===== src/rtl/surf6_bringup_pkg.sv =====
// Shared types for the SURF6 link bringup sequencer.
// State encoding is visible on state_o, so values are pinned.
package surf6_bringup_pkg;

   typedef enum logic [3:0] {
      IDLE     = 4'd0,
      CLK_RST  = 4'd1,
      CLK_PROG = 4'd2,
      CLK_EN   = 4'd3,
      ALIGN    = 4'd4,
      EYE      = 4'd5,
      TRAIN    = 4'd6,
      MODE1    = 4'd7
   } state_t;

   localparam logic [7:0] TO_CNT_MAX = 8'd255;

endpackage


===== src/rtl/surf6_flag_sync.sv =====
// Two-flop synchronizer for a slow level flag crossing into the local clock.
// Resets to 0 so a flag is never seen asserted straight out of reset.
module surf6_flag_sync (
   input  logic i_clk,
   input  logic i_rst,
   input  logic i_d,
   output logic o_q
);

   (* ASYNC_REG = "TRUE" *) logic r_meta;
   (* ASYNC_REG = "TRUE" *) logic r_sync;

   always_ff @(posedge i_clk or posedge i_rst) begin
      if (i_rst) begin
         r_meta <= 1'b0;
         r_sync <= 1'b0;
      end else begin
         r_meta <= i_d;
         r_sync <= r_meta;
      end
   end

   assign o_q = r_sync;

endmodule


===== src/rtl/surf6_bringup_sequencer.sv =====
// SURF-side link bringup: clock reset/program/enable, RXCLK align,
// eye centering and DOUT training, gated on a stable RACKCLK.
module surf6_bringup_sequencer
   import surf6_bringup_pkg::*;
#(
   parameter int RACKCLK_STABLE = 1024,
   parameter int CLK_RST_CYCLES = 64,
   parameter int CLK_EN_SETTLE  = 4096,
   parameter int HS_TIMEOUT     = 2**20,
   parameter int CNT_W          = 21
) (
   input  logic       wb_clk_i,
   input  logic       wb_rst_i,
   input  logic       rackclk_ok_i,
   input  logic       mode1_ready_i,
   output logic       clk_rst_o,
   output logic       clk_prog_req_o,
   input  logic       clk_prog_done_i,
   output logic       clk_en_o,
   output logic       align_req_o,
   input  logic       align_done_i,
   output logic       eye_req_o,
   input  logic       eye_done_i,
   output logic       dout_force_low_o,
   output logic       dout_train_o,
   output logic       mode1_o,
   output logic [3:0] state_o,
   output logic [7:0] timeout_cnt_o
);

   localparam logic [CNT_W-1:0] L_STABLE = CNT_W'(RACKCLK_STABLE - 1);
   localparam logic [CNT_W-1:0] L_RST    = CNT_W'(CLK_RST_CYCLES - 1);
   localparam logic [CNT_W-1:0] L_SETTLE = CNT_W'(CLK_EN_SETTLE - 1);
   localparam logic [CNT_W-1:0] L_HS     = CNT_W'(HS_TIMEOUT);

   state_t           r_state;
   logic [CNT_W-1:0] r_cnt;
   logic             r_prog_req;
   logic             r_align_req;
   logic             r_eye_req;
   logic [7:0]       r_to_cnt;

   state_t           w_next;
   logic [CNT_W-1:0] w_load;
   logic             w_ld;
   logic             w_dec;
   logic             w_tout;
   logic             w_rok;
   logic             w_m1;
   logic             w_zero;

   surf6_flag_sync u_rok_sync (
      .i_clk (wb_clk_i),
      .i_rst (wb_rst_i),
      .i_d   (rackclk_ok_i),
      .o_q   (w_rok)
   );

   surf6_flag_sync u_m1_sync (
      .i_clk (wb_clk_i),
      .i_rst (wb_rst_i),
      .i_d   (mode1_ready_i),
      .o_q   (w_m1)
   );

   assign w_zero = (r_cnt == '0);

   always_comb begin
      w_next = r_state;
      w_load = '0;
      w_ld   = 1'b0;
      w_dec  = 1'b0;
      w_tout = 1'b0;
      // RACKCLK loss outranks every other transition, done included
      if (r_state != IDLE && !w_rok) begin
         w_next = IDLE;
         w_ld   = 1'b1;
         w_load = L_STABLE;
      end else begin
         unique case (r_state)
            IDLE: begin
               if (!w_rok) begin
                  w_ld   = 1'b1;
                  w_load = L_STABLE;
               end else if (w_zero) begin
                  w_next = CLK_RST;
                  w_ld   = 1'b1;
                  w_load = L_RST;
               end else begin
                  w_dec = 1'b1;
               end
            end
            CLK_RST: begin
               if (w_zero) begin
                  w_next = CLK_PROG;
                  w_ld   = 1'b1;
                  w_load = L_HS;
               end else begin
                  w_dec = 1'b1;
               end
            end
            CLK_PROG: begin
               if (r_prog_req && clk_prog_done_i) begin
                  w_next = CLK_EN;
                  w_ld   = 1'b1;
                  w_load = L_SETTLE;
               end else if (w_zero) begin
                  w_next = IDLE;
                  w_ld   = 1'b1;
                  w_load = L_STABLE;
                  w_tout = 1'b1;
               end else begin
                  w_dec = 1'b1;
               end
            end
            CLK_EN: begin
               if (w_zero) begin
                  w_next = ALIGN;
                  w_ld   = 1'b1;
                  w_load = L_HS;
               end else begin
                  w_dec = 1'b1;
               end
            end
            ALIGN: begin
               if (r_align_req && align_done_i) begin
                  w_next = EYE;
                  w_ld   = 1'b1;
                  w_load = L_HS;
               end else if (w_zero) begin
                  w_next = IDLE;
                  w_ld   = 1'b1;
                  w_load = L_STABLE;
                  w_tout = 1'b1;
               end else begin
                  w_dec = 1'b1;
               end
            end
            EYE: begin
               if (r_eye_req && eye_done_i) begin
                  w_next = TRAIN;
               end else if (w_zero) begin
                  w_next = IDLE;
                  w_ld   = 1'b1;
                  w_load = L_STABLE;
                  w_tout = 1'b1;
               end else begin
                  w_dec = 1'b1;
               end
            end
            TRAIN: begin
               if (w_m1) begin
                  w_next = MODE1;
               end
            end
            MODE1: begin
               w_next = MODE1;
            end
            default: begin
               w_next = IDLE;
               w_ld   = 1'b1;
               w_load = L_STABLE;
            end
         endcase
      end
   end

   always_ff @(posedge wb_clk_i or posedge wb_rst_i) begin
      if (wb_rst_i) begin
         r_state     <= IDLE;
         r_cnt       <= '0;
         r_prog_req  <= 1'b0;
         r_align_req <= 1'b0;
         r_eye_req   <= 1'b0;
         r_to_cnt    <= '0;
      end else begin
         r_state <= w_next;
         if (w_ld) begin
            r_cnt <= w_load;
         end else if (w_dec) begin
            r_cnt <= r_cnt - CNT_W'(1);
         end
         // req rises one cycle after entry and drops on the exit edge
         r_prog_req  <= (r_state == CLK_PROG) && (w_next == CLK_PROG);
         r_align_req <= (r_state == ALIGN) && (w_next == ALIGN);
         r_eye_req   <= (r_state == EYE) && (w_next == EYE);
         if (w_tout && r_to_cnt != TO_CNT_MAX) begin
            r_to_cnt <= r_to_cnt + 8'd1;
         end
      end
   end

   assign clk_rst_o        = (r_state == CLK_RST);
   assign clk_prog_req_o   = r_prog_req;
   assign clk_en_o         = (r_state >= CLK_EN) && (r_state <= MODE1);
   assign align_req_o      = r_align_req;
   assign eye_req_o        = r_eye_req;
   assign dout_force_low_o = !((r_state == TRAIN) || (r_state == MODE1));
   assign dout_train_o     = (r_state == TRAIN);
   assign mode1_o          = (r_state == MODE1);
   assign state_o          = r_state;
   assign timeout_cnt_o    = r_to_cnt;

endmodule

===== config.mk =====
export PLATFORM = sky130hd
export DESIGN_NAME = surf6_bringup_sequencer
export DESIGN_NICKNAME = d
export VERILOG_FILES = /design/src/rtl/surf6_bringup_pkg.sv /design/src/rtl/surf6_flag_sync.sv /design/src/rtl/surf6_bringup_sequencer.sv
export SDC_FILE = /design/constraint.sdc
export NUM_CORES = 1
export LEC_CHECK = 0
export CAP_MARGIN = 20
export CORE_ASPECT_RATIO = 0.5
export CORE_MARGIN = 2
export CORE_UTILIZATION = 50
export DETAILED_ROUTE_END_ITERATION = 8
export GPL_ROUTABILITY_DRIVEN = 0
export GPL_TIMING_DRIVEN = 0
export PLACE_DENSITY_LB_ADDON = 0.3
export SLEW_MARGIN = 10
export SYNTH_ARGS = -nofsm -noshare
export SYNTH_HDL_FRONTEND = slang
export SYNTH_SLANG_ARGS = --single-unit

===== constraint.sdc =====
create_clock -name wb_clk_i -period 2.72 [get_ports wb_clk_i]
set_input_delay 0.544 -clock wb_clk_i [delete_from_list [all_inputs] [get_ports wb_clk_i]]
set_output_delay 0.544 -clock wb_clk_i [all_outputs]
set_load 0.02 [all_outputs]

==> flow_summary.yaml <==
placed_design:
  dp_slack_ns: -0.408
  hpwl_mm: 3.80
  port_buffers: 26
floorplanning:
  die_h_um: 52.1
  rows: 17
  ios: 27
  coreArea_sq_um: 4420
  die_w_um: 100
  initial_utilization_pct: 52.2
  floorplan.die_area_sq_um: 5220
setup_path:
  crit_top_cell: "a211oi_1"
  worstPathBufferInverterCount: 2
  arrival_ns: 3.03
  crit_path_top_delay_cell: "or4_4"
  crit_required_ns: 2.89
  endpoint_kind: "flip-flop"
  crit_path_start_kind: "flip-flop"
  path_delay_family: "simple AND/OR/NAND/NOR gates"
  critPathKind: "flip-flop to flip-flop"
  cp_cell_sequence: "inv_2 > ha_4 > or4b_4 > or4_4 > nor3_2 > buf_4 > a211oi_1 > a211oi_1 > nor3_1"
  slowest_delay_ns: 0.49
  cp_max_fo: 10
power:
  peakVddDrop_mv: 0.184
  p_sw_share_pct: 24.5
  powerDensity_nw_per_um2: 377
  p_comb_share_pct: 9.4
  p_sw_uw: 281
  p_seq_share_pct: 54.3
  p_leak_uw: 0.00120
  clkPwrFrac_pct: 36.2
  p_int_uw: 864
synth:
  ys_types: 56
  syn_inst: 242
  async_reset_ff_share_pct: 100
  syn_nets: 251
  syn_avg_cell_area_sq_um: 9.55
  synth-edff-count: 0
  netlist_area_sq_um: 2310
  yosysWarnings: 0
  yosysSeqAreaShare_pct: 43.3
  yosys_register_bits: 40
  synth_flop_cell: "dfrtp_1"
grt:
  gr-usage-met1_pct: 31.9
  busiest_layer: "met2"
  use_met3_pct: 5.24
  grt_util_all_layers_pct: 23.4
  use_met2_pct: 37.4
  gr-total-overflow: 0
  antenna_found_initial: 0
  grt_pass1_wl_mm: 9.30
  first_global_vias: 1934
  grt_max_degree: 41
sta:
  slew_headroom_pct: 44.0
  period_needed_ns: 2.86
  finalClockSkew_ns: 0.00553
  setup_ws_ns: -0.135
  fmax_mhz: 350
  finalSetupViolCount: 22
  worst_pin_slew_ns: 0.839
  whs_ns: 0.358
  maxSlewViolCount: 0
  finalHoldViolations: 0
  post-route-period-util_pct: 105
  tns_ns: -1.72
  rsz0062_at_grt: "true"
clock_network:
  cts.sinks: 40
  root_buffer: "clkbuf_8"
  h-tree-depth: 2
  ctsLongestPathBuffers: 2
  insertion_delay_ns: 0.30
  cts_buffers: 5
  cts_tree: "done"
  clkTransAtPathRegs_ns: 0.08
worst_hold_path:
  holdCritPathClass: "flip-flop to flip-flop"
run_status:
  outcome: "complete, but fails checks"
  violations: "setup timing"
drt:
  routed_via_density: 6.07
  firstDrtPassIters: 4
  ant_nets: 0
  drc: 0
  avgRoutedWirePerCell_um: 17.0
  num_vias: 2137
  wl_mm: 5.99
  drtIter0Drc: 166
cells_and_area:
  area_growth_pct: 31.3
  drive_gt1_share_pct: 24.4
  largest_register_ffs: 21
  antenna_cells: 0
  fin_util_pct: 68.6
  nNetsFinal: 303
  largest_register: "r_cnt"
run:
  maxCapViolCount: 0
cells in the final DEF (no fill, tap or decap), types with 3 or more instances in the layout:
master / count
inv_1: 3
clkbuf_8: 6
nor2_1: 20
clkdlybuf4s50_1: 25
nor4_1: 4
a21oi_2: 3
a21oi_1: 9
nand2_1: 17
nor2b_1: 7
xnor2_1: 13
dfrtp_1: 38
nand2b_1: 8
o211a_1: 3
clkbuf_1: 4
and3_1: 4
buf_4: 21
o21ai_0: 6
a32o_1: 3
nor2_2: 6
inv_2: 3
o31ai_1: 6
a31oi_1: 3
a22o_1: 3
buf_6: 5
nand4_1: 3
nor3_1: 9
nand3_1: 4
synthesized netlist by cell type, types with 6 or more instances:
cell / count / area share [%]
dfrtp_1: 40 / 43
nor2_1: 28 / 4.5
nand2_1: 18 / 2.9
xnor2_1: 13 / 4.9
a21oi_1: 12 / 2.6
nor3_1: 11 / 2.4
o21ai_0: 10 / 2.2
nand2b_1: 8 / 2.2
nor2b_1: 7 / 1.9
inv_1: 6 / 0.97
nand3_1: 6 / 1.3
o31ai_1: 6 / 1.9
metal layers:
| metal | vias up | wire, um |
|---|---|---|
| met5 | - | 0 |
| li1 | 985 | - |
| met3 | 15 | 409 |
| met2 | 85 | 2770 |
| met4 | 0 | 117 |
| met1 | 1052 | 2700 |
through the flow:
stage               cell area, sq um  cells  power (uW)
floorplan                       2310    242         679
global placement                2650    325         703
detailed placement              2650    325         707
CTS                             2930    345        1140
global route                    3030    352        1190
finish                          3030    352        1140
cell families (layout without fill, tap and decap cells):
group	count (synthesis)	in the layout	synth area share (%)
AND/OR/NAND/NOR	108	108	26.0
other	1	1	0.162
multiplexers	2	2	1.46
adder cells (fa/ha/maj)	2	2	1.08
XOR/XNOR	15	15	5.69
AO/OA/AOI/OAI	57	57	17.8
flip-flops	40	40	43.3
buffers and inverters	17	70	4.44
path summary, 6_finish.rpt:
kind	start	slack, ns	depth (start not counted)	end
max	r_cnt[0]$_DFFE_PP0P_	-0.14	9	clk_prog_req_o$_DFF_PP0_
min	u_rok_sync.r_meta$_DFF_PP0_	0.36	0	u_rok_sync.o_q$_DFF_PP0_
max reg2reg	r_cnt[0]$_DFFE_PP0P_	-0.14	9	clk_prog_req_o$_DFF_PP0_
min reg2reg	u_rok_sync.r_meta$_DFF_PP0_	0.36	0	u_rok_sync.o_q$_DFF_PP0_
max in group asynchronous	wb_rst_i	1.40	2	state_o[3]$_DFF_PP0_
min in group asynchronous	wb_rst_i	0.73	2	timeout_cnt_o[1]$_DFFE_PP0P_
timing repair:
action	4_1_cts	5_1_grt
hold endpoints to repair	0	0
gates resized for setup	27	14
hold buffers	0	0
endpoints found under the setup margin	32	30
setup buffers	14	8
pin swaps	7	13
final cells by class:
type / count / area, sq um
plain buffers: 8 / 56.3
clock buffers: 8 / 90.1
well taps: 57 / 71.3
multi-input cells: 185 / 1330
fillers: 338 / 1390
inverters: 6 / 22.5
repair buffers: 48 / 464
flip-flops and latches: 40 / 1000
power groups by stage:
stage	logic (uW)	registers [uW]	clock network, uW
floorplan	51.1	628	0
global route	117	624	445
finish	108	622	415
global placement	73.9	630	0
CTS	94.5	621	422
detailed placement	76.9	631	0
Power figures use the tool's default switching activity.
